==> src/rtl/alu_pkg.sv <==
// Shared encodings for the bit-serial ALU: operation codes and controller states.
package alu_pkg;

  typedef enum logic [1:0] {
    ADD = 2'b00,
    SUB = 2'b01,
    AND = 2'b10,
    OR  = 2'b11
  } alu_op_e;

  typedef enum logic [1:0] {
    IDLE = 2'b00,
    RUN  = 2'b01,
    DONE = 2'b10
  } alu_state_e;

endpackage

==> src/rtl/alu_serial_slice.sv <==
// One-bit combinational ALU slice; the controller feeds it one operand bit pair per cycle.
module alu_serial_slice
  import alu_pkg::*;
(
  input  logic    at,
  input  logic    bt,
  input  logic    cin,
  input  alu_op_e ALUcontrol,
  output logic    r,
  output logic    cout,
  output logic    cin_out
);

  logic bx;

  // Subtraction reuses the adder on inverted B; the controller supplies the +1 as preset carry.
  always_comb begin
    bx      = (ALUcontrol == SUB) ? ~bt : bt;
    r       = 1'b0;
    cout    = 1'b0;
    cin_out = cin;
    case (ALUcontrol)
      ADD, SUB: begin
        r    = at ^ bx ^ cin;
        cout = (at & bx) | (cin & (at ^ bx));
      end
      AND:     r = at & bt;
      OR:      r = at | bt;
      default: r = 1'b0;
    endcase
  end

endmodule

==> src/rtl/alu_serial_ctrl.sv <==
// Bit-serial ALU controller: captures operands on start, runs one slice bit per cycle
// LSB first, and publishes result and flags in a single DONE cycle.
module alu_serial_ctrl
  import alu_pkg::*;
#(
  parameter int WIDTH = 8
) (
  input  logic             clk,
  input  logic             rst_n,
  input  logic             start,
  input  logic [WIDTH-1:0] a,
  input  logic [WIDTH-1:0] b,
  input  logic [1:0]       ALUcontrol,
  output logic             busy,
  output logic             done,
  output logic [WIDTH-1:0] result,
  output logic             Z,
  output logic             N,
  output logic             C,
  output logic             V
);

  localparam int CW = $clog2(WIDTH);
  localparam logic [CW-1:0] LAST = CW'(WIDTH - 1);

  alu_state_e       state;
  alu_op_e          op_q;
  logic [WIDTH-1:0] a_q;
  logic [WIDTH-1:0] b_q;
  logic [WIDTH-2:0] sr;
  logic [CW-1:0]    cnt;
  logic             carry;

  logic             r;
  logic             cout;
  logic             cin_msb;
  logic [WIDTH-1:0] full;
  logic             arith;

  alu_serial_slice u_slice (
    .at        (a_q[cnt]),
    .bt        (b_q[cnt]),
    .cin       (carry),
    .ALUcontrol(op_q),
    .r         (r),
    .cout      (cout),
    .cin_out   (cin_msb)
  );

  // The final bit is merged straight from the slice so the result is ready in the DONE cycle.
  assign full  = {r, sr};
  assign arith = (op_q == ADD) || (op_q == SUB);

  always_ff @(posedge clk or negedge rst_n) begin
    if (!rst_n) begin
      state  <= IDLE;
      op_q   <= ADD;
      a_q    <= '0;
      b_q    <= '0;
      sr     <= '0;
      cnt    <= '0;
      carry  <= 1'b0;
      busy   <= 1'b0;
      done   <= 1'b0;
      result <= '0;
      Z      <= 1'b0;
      N      <= 1'b0;
      C      <= 1'b0;
      V      <= 1'b0;
    end else begin
      done <= 1'b0;
      case (state)
        IDLE: begin
          if (start) begin
            a_q   <= a;
            b_q   <= b;
            op_q  <= alu_op_e'(ALUcontrol);
            cnt   <= '0;
            carry <= ALUcontrol[0];
            busy  <= 1'b1;
            state <= RUN;
          end
        end
        RUN: begin
          carry <= cout;
          sr    <= full[WIDTH-1:1];
          if (cnt == LAST) begin
            state  <= DONE;
            done   <= 1'b1;
            result <= full;
            Z      <= (full == '0);
            N      <= r;
            C      <= arith & cout;
            V      <= arith & (cout ^ cin_msb);
          end else begin
            cnt <= cnt + CW'(1);
          end
        end
        DONE: begin
          busy  <= 1'b0;
          state <= IDLE;
        end
        default: state <= IDLE;
      endcase
    end
  end

endmodule

==> config.mk <==
export PLATFORM = sky130hd
export DESIGN_NAME = alu_serial_ctrl
export DESIGN_NICKNAME = d
export VERILOG_FILES = /design/src/rtl/alu_pkg.sv /design/src/rtl/alu_serial_slice.sv /design/src/rtl/alu_serial_ctrl.sv
export SDC_FILE = /design/constraint.sdc
export NUM_CORES = 1
export LEC_CHECK = 0
export ABC_AREA = 1
export CORE_AREA = 2 2 89 65
export CTS_CLUSTER_DIAMETER = 60
export CTS_CLUSTER_SIZE = 20
export DETAILED_ROUTE_END_ITERATION = 12
export DIE_AREA = 0 0 91 67
export GPL_TIMING_DRIVEN = 1
export PLACE_DENSITY = 0.66
export SYNTH_ARGS = -nofsm -noshare
export SYNTH_HDL_FRONTEND = slang
export SYNTH_HIERARCHICAL = 1
export SYNTH_SLANG_ARGS = --single-unit
export TNS_END_PERCENT = 5
==> constraint.sdc <==
create_clock -name clk -period 3.05 [get_ports clk]
set_input_delay 0.4575 -clock clk [delete_from_list [all_inputs] [get_ports clk]]
set_output_delay 0.4575 -clock clk [all_outputs]
set_load 0.01 [all_outputs]
==> impl_metrics.csv <==
group,metric,value,unit
status,outcome,"finished, final reports clean",
power_and_ir_drop,clock_power_share,0.152,
floorplan,die_h,67,µm
timing,relSlewSlack,0.3714,
routing,num_vias,1530,
finish,syn_to_final_growth,21.45,%
routing,first_pass_iters,4,
global_route,grt_pass1_wl,6368,µm
routing,wl_per_cell,10.83,µm
global_route,first_global_vias,1401,
yosys,syn_area,0.002024,mm²
global_route,grt_max_degree,45,
yosys,synth_top_cell_by_area,"dfrtp_1",
power_and_ir_drop,netSwitchingPower,980.9,µW
place,place_congestion,0.8180,
yosys,synthTopCellsByArea,"dfrtp_1 (54%), nand2_1 (16%), inv_1 (5.7%)",
yosys,synth-main-ff-cell,"dfrtp_1",
timing,setup_viol,0,
power_and_ir_drop,p_leak,1.217,nW
floorplan,coreArea,0.005175,mm²
finish,utilization,0.4751,
setup_path,max_stage_delay,0.54,ns
power_and_ir_drop,combPwrFrac,0.446,
setup_path,critPathTopFamily,"simple AND/OR/NAND/NOR gates",
clock_tree,cts_resized,0,
hold_path,min_path_type,"in -> async",
timing,slew_violations,0,
yosys,syn_inst,239,
clock_tree,numCtsBuffers,5,
floorplan,initial_core_util,0.3912,
floorplan,die_w,91,µm
setup_path,critPathBufInv,3,
global_route,antenna_found_initial,0,
floorplan,die_area,0.006097,mm²
clock_tree,clock-sinks,44,
place,io_buffers,34,
routing,drc,0,
power_and_ir_drop,peakVddDrop,0.4049,mV
timing,tightest_slew,0.9429,ns
clock_tree,root_buffer,"clkbuf_8",
setup_path,worstPathRequired,3.29,ns
clock_tree,clk-insertion-delay-late,0.29,ns
power_and_ir_drop,netSwitchingFraction,0.4010,
clock_tree,post-cts-setup-buffers,0,
timing,hold_viol_final,0,
yosys,syn_area_per_cell,8.470,µm²
timing,finClkSkew,0.005174,ns
clock_tree,clockBufferDepth,2,
setup_path,worstPathArrival,2.47,ns
setup_path,crit_slowest_cell,"dfrtp_1",
finish,layout-drive-gt1-share,0.06985,
timing,setup_tns,0,ns
timing,rsz0062_at_grt,"no",
routing,antenna_left,0,
clock_tree,htreeDepth,2,
power_and_ir_drop,power.density,995.0,mW/mm²
setup_path,end_kind,"flip-flop",
yosys,synth_top_area_share,0.5439,
routing,drt-total-wl,3726,µm
setup_path,crit_path_frequent_cell,"nand2_1",
yosys,ys_ff_latch,44,
yosys,synth_nets,263,
clock_tree,path_clk_slew,0.08,ns
power_and_ir_drop,intPower,1.465,mW
global_route,overflow,0,
routing,via_per_inst,4.448,
global_route,grt_usage,0.1344,
timing,finalCriticalPeriod,2.232,ns
place,dp_hpwl,2730,µm
finish,nNetsFinal,295,
floorplan,fp-row-count,22,
setup_path,cp-start-kind,"flip-flop",
setup_path,path_cells,"inv_2 > nand2_1 > nand3_1 > nand2_1 > nand2_1 > nand2_1 > o21bai_1 > nand2_1 > inv_1 > fa_1 > nand2_1 > nand2_1 > inv_1 > nand3_1 > nor2_1 > nand2_1 > nand2_1",
setup_path,worstSetupPathType,"reg -> reg",
timing,post-route-period-util,0.7319,
yosys,synth_edf_count,0,
yosys,ys_types,20,
floorplan,num_io_pins,35,
clock_tree,postCtsHoldBufs,0,
power_and_ir_drop,seqPwrFrac,0.402,
clock_tree,cts_tree,"yes",
timing,fmax,448.0,MHz
finish,diodes,0,
routing,drt-initial-drc-count,97,
flow_run,cap_violations,0,
yosys,yosysWarnings,6,
yosys,yosysMostFrequentCell,"nand2_1",
yosys,synth_common_cells,"nand2_1 (84), dfrtp_1 (44), inv_1 (31), o21ai_0 (21), o21ai_1 (15)",
yosys,async_reset_ff_frac,1.000,
yosys,ys_seq_area_frac,0.5439,
setup_path,cp_max_fo,10,
state kept, by name, indices dropped and copies added, names as in the netlist, 2 cells and up:
register  count
result        8
sr            7
cnt           3
b_q           8
state         2
a_q           8
op_q          2
final cells by class:
cell class / count / area, µm²
Multi-Input combinational cell: 150 / 704.4
Sequential cell: 44 / 1101
Fill cell: 533 / 2716
Clock inverter: 2 / 10.01
Inverter: 36 / 135.1
Tap cell: 72 / 90.09
Timing Repair Buffer: 34 / 335.3
Clock buffer: 6 / 82.58
cell families (layout without fill, tap and decap cells):
| kind of cell | count (synthesis) | after routing | share of synthesized area |
|---|---|---|---|
| buffers and inverters | 45 | 78 | 0.1082 |
| AND/OR/NAND/NOR | 107 | 107 | 0.2219 |
| AO/OA/AOI/OAI | 39 | 39 | 0.09950 |
| adder cells (fa/ha/maj) | 3 | 3 | 0.02225 |
| flip-flops | 44 | 44 | 0.5439 |
| XOR/XNOR | 1 | 1 | 0.004327 |
placed cells by master, fill, tap and decap left out, drive strengths merged:
cell,synthesis,final
a21oi,1,1
buf,9,1
clkbuf,0,6
clkdlybuf4s50,0,33
clkinv,0,2
dfrtp,44,44
fa,1,1
ha,2,2
inv,36,36
nand2,85,85
nand3,14,14
nor2,8,8
o21ai,37,37
o21bai,1,1
xor2,1,1
power by group through the flow:
stage                     clock network (mW)  logic, mW  registers (mW)
final                                  0.372       1.09           0.984
after global routing                   0.404       1.27            1.02
after CTS                              0.378       1.11           0.985
after detailed placement                   0       1.10           0.996
after global placement                     0       1.08           0.990
after floorplan                            0      0.803           0.983
layer usage:
metal / GRT usage / share of wire
met5: 0 / 0
met4: 0.05682 / 0.011
met3: 0.03507 / 0.037
met2: 0.2000 / 0.41
met1: 0.1862 / 0.54
metrics by stage:
stage / hold WS (ns) / cells / total power [mW] / worst slack, ns / area [µm²]
after global routing: 0.3933 / 344 / 2.692 / 0.5434 / 2459
after detailed placement: 0.4731 / 336 / 2.097 / 0.8505 / 2366
final: 0.3016 / 344 / 2.446 / 0.8178 / 2459
after CTS: 0.3430 / 344 / 2.472 / 0.8228 / 2459
after floorplan: 0.1619 / 239 / 1.786 / 0.9836 / 2024
after global placement: 0.4676 / 336 / 2.068 / 0.9103 / 2366
worst reg2reg max path, delay by kind of cell (launching register included):
kind	cells	cell delay [ns]
flops	1	0.54
simple gates	12	0.85
fa+ha+maj	1	0.40
buf+inv	3	0.28
compound gates	1	0.12
final timing paths:
path,from,endpoint,cells past startpoint,slack [ns]
setup / recovery,cnt[0],Z,17,0.82
hold / removal,rst_n,b_q[3],1,0.30
setup reg to reg,cnt[0],Z,17,0.82
hold reg to reg,result[4],result[4],2,0.49
max in group asynchronous,rst_n,state[0],1,2.15
min in group clk,result[4],result[4],2,0.49
(Power assumes the default switching activity.)
